==> src/rtl/neurocore_pkg.sv <==
// Constants and state encoding shared by the NeuralChip UART transmitter and receiver.
package neurocore_pkg;

    typedef enum logic [1:0] {
        IDLE,
        START,
        DATA,
        STOP
    } tx_state_t;

    localparam int UART_DATA_BITS  = 8;
    localparam int UART_FRAME_BITS = 10;

endpackage

==> src/rtl/tx_byte_fifo.sv <==
// First-word-fall-through byte FIFO between the result path and the UART serializer.
module tx_byte_fifo #(
    parameter int DEPTH = 4,
    parameter int WIDTH = 8
) (
    input  logic                     clk,
    input  logic                     rst,
    input  logic                     push,
    input  logic                     pop,
    input  logic [WIDTH-1:0]         din,
    output logic [WIDTH-1:0]         dout,
    output logic                     full,
    output logic                     empty,
    output logic [$clog2(DEPTH):0]   count
);

    localparam int AW = $clog2(DEPTH);

    logic [WIDTH-1:0] mem [DEPTH];
    logic [AW-1:0]    wr_ptr;
    logic [AW-1:0]    rd_ptr;
    logic             do_push;
    logic             do_pop;

    assign do_push = push && !full;
    assign do_pop  = pop && !empty;

    // Power-of-two depth lets the pointers wrap by plain overflow.
    always_ff @(posedge clk) begin
        if (rst) begin
            wr_ptr <= '0;
            rd_ptr <= '0;
            count  <= '0;
        end else begin
            if (do_push) wr_ptr <= wr_ptr + 1'b1;
            if (do_pop)  rd_ptr <= rd_ptr + 1'b1;
            case ({do_push, do_pop})
                2'b10:   count <= count + 1'b1;
                2'b01:   count <= count - 1'b1;
                default: count <= count;
            endcase
        end
    end

    always_ff @(posedge clk) begin
        if (do_push) mem[wr_ptr] <= din;
    end

    assign dout  = mem[rd_ptr];
    assign full  = (count == (AW+1)'(DEPTH));
    assign empty = (count == '0);

endmodule

==> src/rtl/uart_result_tx.sv <==
// 8N1 UART transmitter for matrix-multiply results, LSB first, fed through a small byte FIFO.
module uart_result_tx
    import neurocore_pkg::*;
#(
    parameter int CLKS_PER_BIT = 87,
    parameter int FIFO_DEPTH   = 4
) (
    input  logic       CLK,
    input  logic       RESET,
    input  logic [7:0] TX_DATA,
    input  logic       TX_VALID,
    output logic       TX_READY,
    output logic       TXD,
    output logic       TX_BUSY,
    output logic       TX_DONE
);

    localparam int CW = $clog2(FIFO_DEPTH) + 1;

    tx_state_t     state;
    tx_state_t     state_n;
    logic [15:0]   baud_cnt;
    logic [15:0]   baud_cnt_n;
    logic [2:0]    bit_idx;
    logic [2:0]    bit_idx_n;
    logic [7:0]    shift_reg;
    logic [7:0]    shift_reg_n;
    logic          line;
    logic          line_n;
    logic          done_pulse;
    logic          done_pulse_n;
    logic          busy;
    logic          busy_n;

    logic          push;
    logic          pop;
    logic [7:0]    fifo_dout;
    logic          fifo_full;
    logic          fifo_empty;
    logic [CW-1:0] fifo_count;
    logic [CW-1:0] count_n;
    logic          bit_last;
    logic          done_point;

    assign TX_READY = !fifo_full;
    assign push     = TX_VALID && TX_READY;

    tx_byte_fifo #(
        .DEPTH (FIFO_DEPTH),
        .WIDTH (8)
    ) u_fifo (
        .clk   (CLK),
        .rst   (RESET),
        .push  (push),
        .pop   (pop),
        .din   (TX_DATA),
        .dout  (fifo_dout),
        .full  (fifo_full),
        .empty (fifo_empty),
        .count (fifo_count)
    );

    assign bit_last   = (baud_cnt == 16'(CLKS_PER_BIT - 1));
    // TX_DONE is registered, so it is raised one cycle early to land in the last stop cycle.
    assign done_point = (baud_cnt == 16'(CLKS_PER_BIT - 2));

    always_comb begin
        state_n      = state;
        baud_cnt_n   = baud_cnt + 16'd1;
        bit_idx_n    = bit_idx;
        shift_reg_n  = shift_reg;
        line_n       = line;
        done_pulse_n = 1'b0;
        pop          = 1'b0;

        case (state)
            IDLE: begin
                baud_cnt_n = '0;
                line_n     = 1'b1;
                if (!fifo_empty) begin
                    pop         = 1'b1;
                    shift_reg_n = fifo_dout;
                    line_n      = 1'b0;
                    bit_idx_n   = '0;
                    state_n     = START;
                end
            end
            START: begin
                if (bit_last) begin
                    baud_cnt_n = '0;
                    bit_idx_n  = '0;
                    line_n     = shift_reg[0];
                    state_n    = DATA;
                end
            end
            DATA: begin
                if (bit_last) begin
                    baud_cnt_n = '0;
                    if (bit_idx == 3'(UART_DATA_BITS - 1)) begin
                        line_n  = 1'b1;
                        state_n = STOP;
                    end else begin
                        bit_idx_n = bit_idx + 3'd1;
                        line_n    = shift_reg[bit_idx + 3'd1];
                    end
                end
            end
            STOP: begin
                done_pulse_n = done_point;
                if (bit_last) begin
                    baud_cnt_n = '0;
                    // Chain straight into the next frame when more bytes are waiting.
                    if (!fifo_empty) begin
                        pop         = 1'b1;
                        shift_reg_n = fifo_dout;
                        line_n      = 1'b0;
                        bit_idx_n   = '0;
                        state_n     = START;
                    end else begin
                        line_n  = 1'b1;
                        state_n = IDLE;
                    end
                end
            end
            default: begin
                line_n  = 1'b1;
                state_n = IDLE;
            end
        endcase
    end

    always_comb begin
        count_n = fifo_count;
        if (push && !pop) count_n = fifo_count + 1'b1;
        if (pop && !push) count_n = fifo_count - 1'b1;
        busy_n = (state_n != IDLE) || (count_n != '0);
    end

    always_ff @(posedge CLK) begin
        if (RESET) begin
            state      <= IDLE;
            baud_cnt   <= '0;
            bit_idx    <= '0;
            line       <= 1'b1;
            done_pulse <= 1'b0;
            busy       <= 1'b0;
        end else begin
            state      <= state_n;
            baud_cnt   <= baud_cnt_n;
            bit_idx    <= bit_idx_n;
            line       <= line_n;
            done_pulse <= done_pulse_n;
            busy       <= busy_n;
        end
    end

    always_ff @(posedge CLK) begin
        shift_reg <= shift_reg_n;
    end

    assign TXD     = line;
    assign TX_DONE = done_pulse;
    assign TX_BUSY = busy;

endmodule

==> config.mk <==
export PLATFORM = sky130hd
export DESIGN_NAME = uart_result_tx
export DESIGN_NICKNAME = d
export VERILOG_FILES = /design/src/rtl/neurocore_pkg.sv /design/src/rtl/tx_byte_fifo.sv /design/src/rtl/uart_result_tx.sv
export SDC_FILE = /design/constraint.sdc
export NUM_CORES = 1
export LEC_CHECK = 0
export CAP_MARGIN = 20
export CORE_MARGIN = 5
export CORE_UTILIZATION = 35
export CTS_BUF_LIST = sky130_fd_sc_hd__clkbuf_4 sky130_fd_sc_hd__clkbuf_8
export DETAILED_ROUTE_END_ITERATION = 12
export PLACE_DENSITY = 0.56
export SLEW_MARGIN = 20
export SYNTH_ARGS = -nofsm -noshare
export SYNTH_HDL_FRONTEND = slang
export SYNTH_SLANG_ARGS = --single-unit
==> constraint.sdc <==
create_clock -name CLK -period 3.95 [get_ports CLK]
set_input_delay 0.5925 -clock CLK [delete_from_list [all_inputs] [get_ports CLK]]
set_output_delay 0.5925 -clock CLK [all_outputs]
set_load 0.02 [all_outputs]
==> flow_results.org <==
** Hold path
- The path class of the tightest hold or removal check is flop to flop.

** Synth
- In this run, synthesis produced a sequential element count of 73.
- The average instance in the mapped netlist occupies 12.4 sq um.
- The mapped netlist covers 3270 sq um.
- Synthesis produced a netlist with a net count of 293.
- Register area share after synthesis :: 56.9%
- Primary FF master, synth :: sky130_fd_sc_hd__edfxtp_1
- The synthesized design contains 40 enable-type register cells.
- Post-synthesis instance total :: 264
- Yosys printed 0 warnings.
- Of all flip-flops after synthesis, the portion carrying an async set or reset was 0%.
- Distinct cells, synth :: 45

** Floorplan
- The core region is a little over 9000 sq um.
- For this design the top-level I/O count stands at 15.
- Chip width :: approximately 110 um
- The floorplan has 35 rows.
- In this run the vertical extent of the chip is between 100 and 150 um.
- The die covers 11400 sq um.
- Initial standard-cell utilization of the core :: 35.6%

** Global routing
- Global routing usage summed across all routing layers :: 10.3%
- Largest net degree at the start of global routing :: 18
- Summed over all layers, the global routing overflow is 0.
- Vias in the first global route :: about 1900
- Number of antenna violations at the first check in global routing :: 0
- Global-route wire length before repair :: 9260 um

** Final layout
- Number of filler instances in the final layout :: 880
- Multi-input combinational cell area :: 1310 sq um
- Final nets :: 310
- Final standard cell utilization of the core :: between 40% and 50%
- Layout Cell Area excl Fill :: 3720 sq um
- Signed area change from the synthesized netlist to the final layout :: 13.7%
- Ant. Diodes :: 0
- Fraction of final layout cells sized beyond drive strength 1 :: 11.2%
- Flip-flop count of the largest register after layout :: 32
- Across the whole layout, storage elements account for 1860 sq um.

** STA
- Final setup vio count :: 0
- Static timing analysis puts the maximum clock frequency at 0.398 GHz.
- The worst path in the final design needs a cycle of around 2.5 ns, including I/O delays and setup.
- In this run the tightest slew margin relative to its limit is between 50% and 60%.
- Transition time of the tightest slew-check pin :: 0.707 ns
- For the final routed database, the setup TNS stands at 0 ns.
- On the final layout, the worst clock skew is slightly below 0.007 ns.
- Dividing the final minimum period by the clock period gives 63.6%.
- Setup repair after global routing left no endpoint under its margin.
- The number of hold violations in the final report was 0.
- Count of pins over their slew limit :: 0
- Minimum setup slack in the final design :: 1.44 ns

** Clock tree
- # resized after CTS :: 0
- Clock transition at the registers of the reported paths :: 0.08 ns
- The longest clock path from root to sink contains 2 buffers.
- TritonCTS built the clock tree.
- The number of hold buffers added after CTS was 0.
- The H-tree generated during clock tree synthesis spans 3 levels.
- Post-CTS timing repair inserted 0 buffers for setup.
- In this run, CTS created clock tree buffers numbering 9.
- Cell at the root of the clock tree :: sky130_fd_sc_hd__clkbuf_8
- Latest clock arrival within the worst-skew pair :: 0.34 ns
- TritonCTS Sinks :: 73

** Placed design
- The placed instances occupy a cell area of 3510 sq um.
- Port buffering added 14 buffers.
- Before CTS, the worst setup slack after placement is between 1 and 1.5 ns.
- Detailed placement ended at an HPWL of about 3700 um.
- At the end of routability-driven placement, the weighted congestion stood at between 0.8 and 0.9.

** Critical path
- By startpoint and endpoint, the worst setup path is classified as flop to flop.
- STA classifies the critical path endpoint as a flop.
- Top fanout value on the critical path :: 7
- STA classifies the critical path startpoint as a flop.
- For the worst setup path, the data arrival time is between 2 and 3 ns.
- CP required :: approximately 4.2 ns

** Power and ir drop
- Maximum vdd drop :: 0.304 mV
- Pleak :: roughly 1.3 nW
- Power spread over the standard cell area amounts to 579 nW/um^2.
- After layout, the design draws a total of 0.00215 W.

** Flow run
- The tool flagged a number of max-cap violations equal to 0.

** Detailed routing
- Antenna violation net count after detailed routing :: 0
- Dividing the detail-routed wire length by the instance count gives 13.5 um.
- DR DRC count :: 0
- For this block, the routed nets add up to 5360 um of wire.
- Via density :: about 5
- Number of DRC markers after the initial detailed-route iteration :: 55
- Via count :: 1945
- The first detailed-routing pass ran for 4 iterations.

** Status
- The flow ran to the end, and the final reports show no timing, DRC or antenna violations.
power by group:
group          switching (W)  internal [W]
Sequential         0.0000720      0.000938
Clock               0.000304      0.000304
Combinational       0.000289      0.000247
Total               0.000665       0.00149
metrics by stage:
| stage | cells | hold slack, ns |
|---|---|---|
| after floorplan | 264 | 0.447 |
| after global placement | 381 | 0.454 |
| after detailed placement | 381 | 0.458 |
| after CTS | 397 | 0.475 |
| after global routing | 397 | 0.487 |
| final | 397 | 0.470 |
worst max-delay path, stage by stage (launching register included):
cell                       delay, ns
sky130_fd_sc_hd__dfxtp_1        0.41
sky130_fd_sc_hd__ha_1           0.17
sky130_fd_sc_hd__nor4bb_1       0.34
sky130_fd_sc_hd__and4_1         0.43
sky130_fd_sc_hd__a31oi_4        0.15
sky130_fd_sc_hd__inv_1          0.13
sky130_fd_sc_hd__ha_1           0.29
sky130_fd_sc_hd__or3_1          0.38
sky130_fd_sc_hd__a21oi_1        0.14
Yosys cell counts, types with 2 or more instances:
| cell | count | share of area, % |
|---|---|---|
| sky130_fd_sc_hd__a21oi_1 | 10 | 1.5 |
| sky130_fd_sc_hd__and2_1 | 2 | 0.38 |
| sky130_fd_sc_hd__and3_1 | 5 | 0.96 |
| sky130_fd_sc_hd__and4_1 | 3 | 0.80 |
| sky130_fd_sc_hd__buf_2 | 2 | 0.31 |
| sky130_fd_sc_hd__clkbuf_1 | 3 | 0.34 |
| sky130_fd_sc_hd__dfxtp_1 | 33 | 20 |
| sky130_fd_sc_hd__edfxtp_1 | 40 | 37 |
| sky130_fd_sc_hd__ha_1 | 18 | 6.9 |
| sky130_fd_sc_hd__inv_1 | 15 | 1.7 |
| sky130_fd_sc_hd__mux2_2 | 2 | 0.69 |
| sky130_fd_sc_hd__mux2i_1 | 2 | 0.61 |
| sky130_fd_sc_hd__mux4_2 | 10 | 6.9 |
| sky130_fd_sc_hd__nand2_1 | 13 | 1.5 |
| sky130_fd_sc_hd__nand3_1 | 9 | 1.4 |
| sky130_fd_sc_hd__nand3b_1 | 2 | 0.46 |
| sky130_fd_sc_hd__nand4_1 | 5 | 0.96 |
| sky130_fd_sc_hd__nor2_1 | 32 | 3.7 |
| sky130_fd_sc_hd__nor2b_1 | 3 | 0.57 |
| sky130_fd_sc_hd__nor3_1 | 2 | 0.31 |
| sky130_fd_sc_hd__nor3b_1 | 3 | 0.69 |
| sky130_fd_sc_hd__o21ai_0 | 9 | 1.4 |
| sky130_fd_sc_hd__or3_1 | 5 | 0.96 |
| sky130_fd_sc_hd__xnor2_1 | 8 | 2.1 |
| sky130_fd_sc_hd__xor2_1 | 8 | 2.1 |
routing by layer:
layer  up-vias  wire length (um)  share of wire (%)  GRT usage [%]
li1        996                 -                  -              -
met1       908              2540                 47           13.3
met2        34              2540                 47           16.3
met5         -                 0                  0              0
met3         7               203                3.8           3.31
met4         0                75                1.4           3.84
path summary, 6_finish.rpt:
check | end | slack (ns) | depth (start not counted) | start
hold reg to reg | TXD | 0.47 | 1 | TXD
hold / removal | TXD | 0.47 | 1 | TXD
setup reg to reg | u_fifo.count[2] | 1.44 | 8 | baud_cnt[1]
setup / recovery | u_fifo.count[2] | 1.44 | 8 | baud_cnt[1]
placed cells by master (no fill, tap or decap), types with 8 or more instances in the layout:
cell type,n
sky130_fd_sc_hd__clkdlybuf4s50_1,14
sky130_fd_sc_hd__inv_1,15
sky130_fd_sc_hd__edfxtp_1,40
sky130_fd_sc_hd__mux4_2,10
sky130_fd_sc_hd__o21ai_0,9
sky130_fd_sc_hd__xnor2_1,8
sky130_fd_sc_hd__dfxtp_1,33
sky130_fd_sc_hd__nor2_1,32
sky130_fd_sc_hd__nand3_1,9
sky130_fd_sc_hd__clkbuf_8,9
sky130_fd_sc_hd__xor2_1,8
sky130_fd_sc_hd__ha_1,18
sky130_fd_sc_hd__nand2_1,13
sky130_fd_sc_hd__a21oi_1,10
area by class of cell:
class,instances,area share [%]
Sequential cell,73,50.1
Clock inverter,7,2.29
Tap cell,111,3.73
Inverter,15,1.51
Clock buffer,9,3.33
Multi-Input combinational cell,168,35.3
Timing Repair Buffer,14,3.77
cell families after synthesis:
| kind of cell | Yosys count | synth area share (%) |
|---|---|---|
| xor gates and xnor gates | 16 | 4.28 |
| AOI/OAI and AO/OA | 29 | 6.08 |
| and+or+nand+nor | 91 | 14.7 |
| DFF | 73 | 56.9 |
| buffers and inverters | 23 | 2.98 |
| muxes | 14 | 8.18 |
| adders and majority gates | 18 | 6.88 |
Note: power is estimated with default switching activity, not from simulation.
